[config.mk]
export PLATFORM = sky130hd
export DESIGN_NAME = la_ioring_seq
export DESIGN_NICKNAME = d
export VERILOG_FILES = /design/src/rtl/la_ioring_pkg.sv /design/src/rtl/la_dsync.sv /design/src/rtl/la_ioring_seq.sv
export SDC_FILE = /design/constraint.sdc
export NUM_CORES = 1
export LEC_CHECK = 0
export ABC_CLOCK_PERIOD_IN_PS = 2000
export CORE_UTILIZATION = 49
export DETAILED_ROUTE_END_ITERATION = 6
export PLACE_DENSITY = 0.75
export SYNTH_ARGS = -nofsm -noshare
export SYNTH_HDL_FRONTEND = slang
export SYNTH_SLANG_ARGS = --single-unit
[constraint.sdc]
create_clock -name clk -period 2 [get_ports clk]
set_clock_uncertainty 0.05 [all_clocks]
set_input_delay 0.3 -clock clk [delete_from_list [all_inputs] [get_ports clk]]
set_output_delay 0.3 -clock clk [all_outputs]
set_load 0.02 [all_outputs]
[src/rtl/la_ioring_pkg.sv]
`default_nettype none
// ============================================================================
// Module  : la_ioring_pkg
// Purpose : Shared definitions for the ioring sequencer: FSM state encodings
//           and the width helper for the "bits set" index.
// Ports   : none (package)
// Rev     : 1.0  initial release
// ============================================================================
package la_ioring_pkg;

  // Sequencer states (2-bit encoding kept stable for legacy consumers)
  localparam logic [1:0] ST_OFF       = 2'd0;
  localparam logic [1:0] ST_RAMP_UP   = 2'd1;
  localparam logic [1:0] ST_ON        = 2'd2;
  localparam logic [1:0] ST_RAMP_DOWN = 2'd3;

  // idx counts set bits in [0, RINGW], so it needs RINGW+1 distinct values
  function automatic int idx_width(input int ringw);
    return $clog2(ringw + 1);
  endfunction

endpackage
`default_nettype wire

[src/rtl/la_dsync.sv]
`default_nettype none
// ============================================================================
// Module  : la_dsync
// Purpose : Two-flop synchronizer bringing an asynchronous level into clk.
// Ports   : clk   in  clock
//           reset in  asynchronous active-high reset (clears both stages)
//           d     in  asynchronous input level
//           q     out synchronized level, two clk edges behind d
// Rev     : 1.0  initial release
// ============================================================================
module la_dsync (
  input  logic clk,
  input  logic reset,
  input  logic d,
  output logic q
);

  logic [1:0] sync_q;
  logic [1:0] sync_d;

  always_comb begin
    sync_d = {sync_q[0], d};
  end

  always_ff @(posedge clk or posedge reset) begin
    if (reset) begin
      sync_q <= 2'b00;
    end else begin
      sync_q <= sync_d;
    end
  end

  assign q = sync_q[1];

endmodule
`default_nettype wire

[src/rtl/la_ioring_seq.sv]
`default_nettype none
// ============================================================================
// Module  : la_ioring_seq
// Purpose : Ramps the RINGW-bit ioring control bus one bit at a time (LSB
//           first on power-up, MSB first on power-down) with a programmable
//           gap between steps, so ring segments never switch simultaneously.
// Ports   : clk        in  clock
//           reset      in  asynchronous active-high reset
//           pwr_req    in  level request, 1 = ring on
//           step_delay in  idle cycles between bit steps (sampled at reload)
//           ioring     out thermometer-coded ring control bus
//           pwr_ack    out 1 while the whole ring is on (state ON)
//           busy       out 1 while ramping in either direction
// Rev     : 1.0  initial release
// ============================================================================
module la_ioring_seq
  import la_ioring_pkg::*;
#(
  parameter string PROP  = "DEFAULT",
  parameter int    RINGW = 8,
  parameter int    CNTW  = 8,
  parameter int    SYNC  = 1
) (
  input  logic             clk,
  input  logic             reset,
  input  logic             pwr_req,
  input  logic [CNTW-1:0]  step_delay,
  output logic [RINGW-1:0] ioring,
  output logic             pwr_ack,
  output logic             busy
);

  localparam int              IDXW     = idx_width(RINGW);
  localparam logic [IDXW-1:0] IDX_FULL = IDXW'(RINGW);
  localparam logic [IDXW-1:0] IDX_LAST = IDXW'(RINGW - 1);
  localparam logic [IDXW-1:0] IDX_ONE  = IDXW'(1);

  logic req;

  generate
    if (SYNC != 0) begin : g_sync
      la_dsync u_req_sync (
        .clk   (clk),
        .reset (reset),
        .d     (pwr_req),
        .q     (req)
      );
    end else begin : g_nosync
      assign req = pwr_req;
    end
  endgenerate

  logic [1:0]       state_q, state_d;
  logic [IDXW-1:0]  idx_q,   idx_d;
  logic [CNTW-1:0]  cnt_q,   cnt_d;
  logic [RINGW-1:0] ioring_q, ioring_d;
  logic             pwr_ack_q, pwr_ack_d;
  logic             busy_q,    busy_d;

  always_comb begin
    state_d = state_q;
    idx_d   = idx_q;
    cnt_d   = cnt_q;

    case (state_q)
      ST_OFF: begin
        if (req) begin
          state_d = ST_RAMP_UP;
          cnt_d   = step_delay;
        end
      end

      ST_RAMP_UP: begin
        // A reversal only reloads the gap; bits hold on this edge so no bit
        // is toggled twice.
        if (!req) begin
          state_d = ST_RAMP_DOWN;
          cnt_d   = step_delay;
        end else if (cnt_q != '0) begin
          cnt_d = cnt_q - CNTW'(1);
        end else begin
          cnt_d = step_delay;
          // ">=" also covers a reversal that re-enters with the ring full
          if (idx_q >= IDX_LAST) begin
            idx_d   = IDX_FULL;
            state_d = ST_ON;
          end else begin
            idx_d = idx_q + IDX_ONE;
          end
        end
      end

      ST_ON: begin
        if (!req) begin
          state_d = ST_RAMP_DOWN;
          cnt_d   = step_delay;
        end
      end

      ST_RAMP_DOWN: begin
        if (req) begin
          state_d = ST_RAMP_UP;
          cnt_d   = step_delay;
        end else if (cnt_q != '0) begin
          cnt_d = cnt_q - CNTW'(1);
        end else begin
          cnt_d = step_delay;
          // "<=" also covers a reversal taken before the first bit rose
          if (idx_q <= IDX_ONE) begin
            idx_d   = '0;
            state_d = ST_OFF;
          end else begin
            idx_d = idx_q - IDX_ONE;
          end
        end
      end

      default: begin
        state_d = ST_OFF;
        idx_d   = '0;
        cnt_d   = '0;
      end
    endcase
  end

  // The ring register is rebuilt from the next idx, which keeps it a
  // thermometer code by construction.
  always_comb begin
    ioring_d = '0;
    for (int i = 0; i < RINGW; i++) begin
      ioring_d[i] = (IDXW'(i) < idx_d);
    end
    pwr_ack_d = (state_d == ST_ON);
    busy_d    = (state_d == ST_RAMP_UP) || (state_d == ST_RAMP_DOWN);
  end

  always_ff @(posedge clk or posedge reset) begin
    if (reset) begin
      state_q   <= ST_OFF;
      idx_q     <= '0;
      cnt_q     <= '0;
      ioring_q  <= '0;
      pwr_ack_q <= 1'b0;
      busy_q    <= 1'b0;
    end else begin
      state_q   <= state_d;
      idx_q     <= idx_d;
      cnt_q     <= cnt_d;
      ioring_q  <= ioring_d;
      pwr_ack_q <= pwr_ack_d;
      busy_q    <= busy_d;
    end
  end

  assign ioring  = ioring_q;
  assign pwr_ack = pwr_ack_q;
  assign busy    = busy_q;

endmodule
`default_nettype wire

==> impl_results.md <==
* Required time of the critical path at 2.15 ns
* Die extent in y at 58.1 um
* Top_reg_cell synth: dfrtp_1
* Largest cells by area after synthesis: dfrtp_1, mux2i_1, a21oi_1
* DP HPWL at 2700 um
* DRT antenna net count at 0
* Synth-to-layout area growth at 31.7%
* TritonRoute pass-1 iters at 6
* Antenna diodes at 0
* # Max-Cap Violations at 0
* # nets final at 219
* Final setup viols at 0
* Post-synth top cells: dfrtp_1, inv_1, a21oi_1, o21ai_0
* Pleak at 0.885 nW
* Initial antenna violation count at 0
* RSZ-0062 raised after global routing: yes
* Slew @ Worst Pin at 0.352 ns
* Period utilization at 97.2%
* Congestion Overflow GR at 0
* Most frequent cell after synthesis: dfrtp_1
* Clock Latency Late Sink at 0.32 ns
* PortBufs at 20
* Crit end category: flip-flop
* CTS H-tree depth at 1
* Clk root buf: clkbuf_4
* Syn Area/Cell at 9.33 um2
* Power per cell area at 1340 nW/um2
* Worst vdd ir at 0.831 mV
* R2r endpoint: ioring[2]
* RR Startpoint: cnt_q[1]
* Fin crit period at 1.94 ns
* First-pass GRT wire length at 6040 um
* Status: finished, violations left
* Mapped Cells at 165
* CTS Sinks at 25
* Failing checks: design-rule violations
* Routed WL per cell at 15.1 um
* Setup ws final at 0.0556 ns
* Max Slew Vio Count at 0
* Post-synthesis cell area at 1540 um2
* Crit path DAT at 2.10 ns
* Dpl cells at 238
* Syn. warnings at 0
* Worst setup SP type: flip-flop
* Placer congestion estimate at 0.912
* Seq/Total Area, Yosys at 40.6%
* Hold WS at 0.258 ns
* DRC violations left at 1
* GRT Total Usage at 23.1%
* Cts bufs inserted at 3
* Yosys reg bits at 25
* Critical path type: flip-flop to flip-flop
* Core box area at 2880 um2
* Via count at 1446
* Worst Path Max Fanout at 8
* Worst-case clock buffer depth at 2
* Share of post-route cells with drive strength above 1 at 28.1%
* Final Power at 0.00271 W
* Area share of the largest cell type after synthesis at 40.6%
* Starting density of the core at 53.5%
* Final std cells w/o fill at 245
* Synth area leader: dfrtp_1
* Number of synthesized flops with an enable pin at 0
* Vias per cell at 5.90
* CTS clk-pin slew, worst paths at 0.14 ns
* Die W at 58.1 um
* Vias in the first global route at 1385
* Cell Rows at 19
* Dpl ws at -0.0704 ns
* R2R depth at 7
* FF-to-FF setup slack at 0.06 ns
* # hold bufs at CTS at 0
* Async SR Flop Fraction at 100%
* Fmax at 514 MHz
* Post-Route Utilization at 70.5%
* Largest net degree at the start of global routing at 26
* Worst slew margin relative to its limit at 76.2%
* Worst min path class: input pin to asynchronous set/reset pin
* Die area at 3370 um2
* TritonCTS clock tree: yes
* 1st-iter DRT viols at 96
* Syn Nets at 180
* Yosys cell types at 46
* Ports at 21
* Hold Fails Final Rpt at 0
* Routed WL at 3710 um
[per-layer routing]
metal / up-vias / track usage (%) / share of wire (%)
li1: 680 / - / -
met1: 710 / 30.4 / 43
met2: 48 / 38.3 / 50
met3: 8 / 3.13 / 5.1
met4: 0 / 9.86 / 1.9
met5: - / 0 / 0
[registers in the layout, summed over array words and instances, names as in the netlist]
signal                    cells
cnt_q                         8
state_q                       2
idx_q                         4
ioring                        7
pwr_ack                       1
g_sync.u_req_sync.sync_q      2
busy                          1
[cell families (layout without fill, tap and decap cells)]
group	Yosys count	after routing	share of synthesized area, %
mux	10	10	7.80
simple gates	51	51	18.8
buf+inv	24	62	6.82
flops	25	25	40.6
xor+xnor	2	2	1.14
fa+ha+maj	4	4	3.25
compound gates	49	49	21.6
[worst max path at each step]
stage                     cells after the start        end      from  slack (ns)
final                                         7  ioring[2]  cnt_q[1]        0.06
after global routing                          7  ioring[2]  cnt_q[1]       -0.07
after CTS                                     7  ioring[0]  cnt_q[0]       0.002
after detailed placement                      7    pwr_ack  cnt_q[1]       -0.07
after global placement                        7    pwr_ack  cnt_q[0]        0.03
after floorplan                               6  ioring[2]  cnt_q[4]        0.02
[cells in the final DEF, fill, tap and decap left out, drive strengths merged, types with 2 or more instances in the layout]
cell type / netlist / routed
a21oi: 11 / 11
a221oi: 2 / 2
a31o: 3 / 3
buf: 5 / 24
clkbuf: 5 / 3
clkdlybuf4s50: 0 / 20
dfrtp: 25 / 25
ha: 4 / 4
inv: 14 / 14
mux2: 3 / 3
mux2i: 7 / 7
nand2: 10 / 10
nand2b: 2 / 2
nand3: 8 / 8
nand4: 4 / 4
nor2: 10 / 10
nor2b: 4 / 4
nor3: 3 / 3
nor3b: 2 / 2
o211ai: 5 / 5
o21ai: 13 / 13
o22ai: 3 / 3
o31ai: 3 / 3
o32ai: 2 / 2
or3: 2 / 2
or4: 2 / 2
[worst max-delay path, stage by stage (launching register included)]
cell and delay (ns):
dfrtp_1 0.42, inv_2 0.08, ha_4 0.14, nor3b_4 0.25, nand4_1 0.16, mux2_4 0.33
mux2i_4 0.28, o211ai_2 0.12
[power breakdown]
group	internal, W	switching, W
Combinational	0.000805	0.000804
Clock	0.0000763	0.000155
Sequential	0.000675	0.000196
[what timing repair did]
action                     in CTS  in global routing
gates resized for setup         5                 16
pin swaps                       4                  9
buffers inserted                1                  2
setup endpoints to repair      11                 16
[metrics by stage]
step           cell area (um2)  TNS, ns
6_report                  2030        0
3_5_place_dp              1910   -0.103
2_1_floorplan             1550        0
3_3_place_gp              1910        0
5_1_grt                   2030   -0.450
4_1_cts                   1960        0
[area by class of cell]
class	count	area, um2
clock buffers	3	22.5
inverters	14	52.6
clock inverters	1	7.51
multi-input cells	116	880
repair buffers	44	384
well taps	42	52.6
fillers	208	848
flip-flops and latches	25	629
No activity file was read; power rests on OpenSTA's default activity.
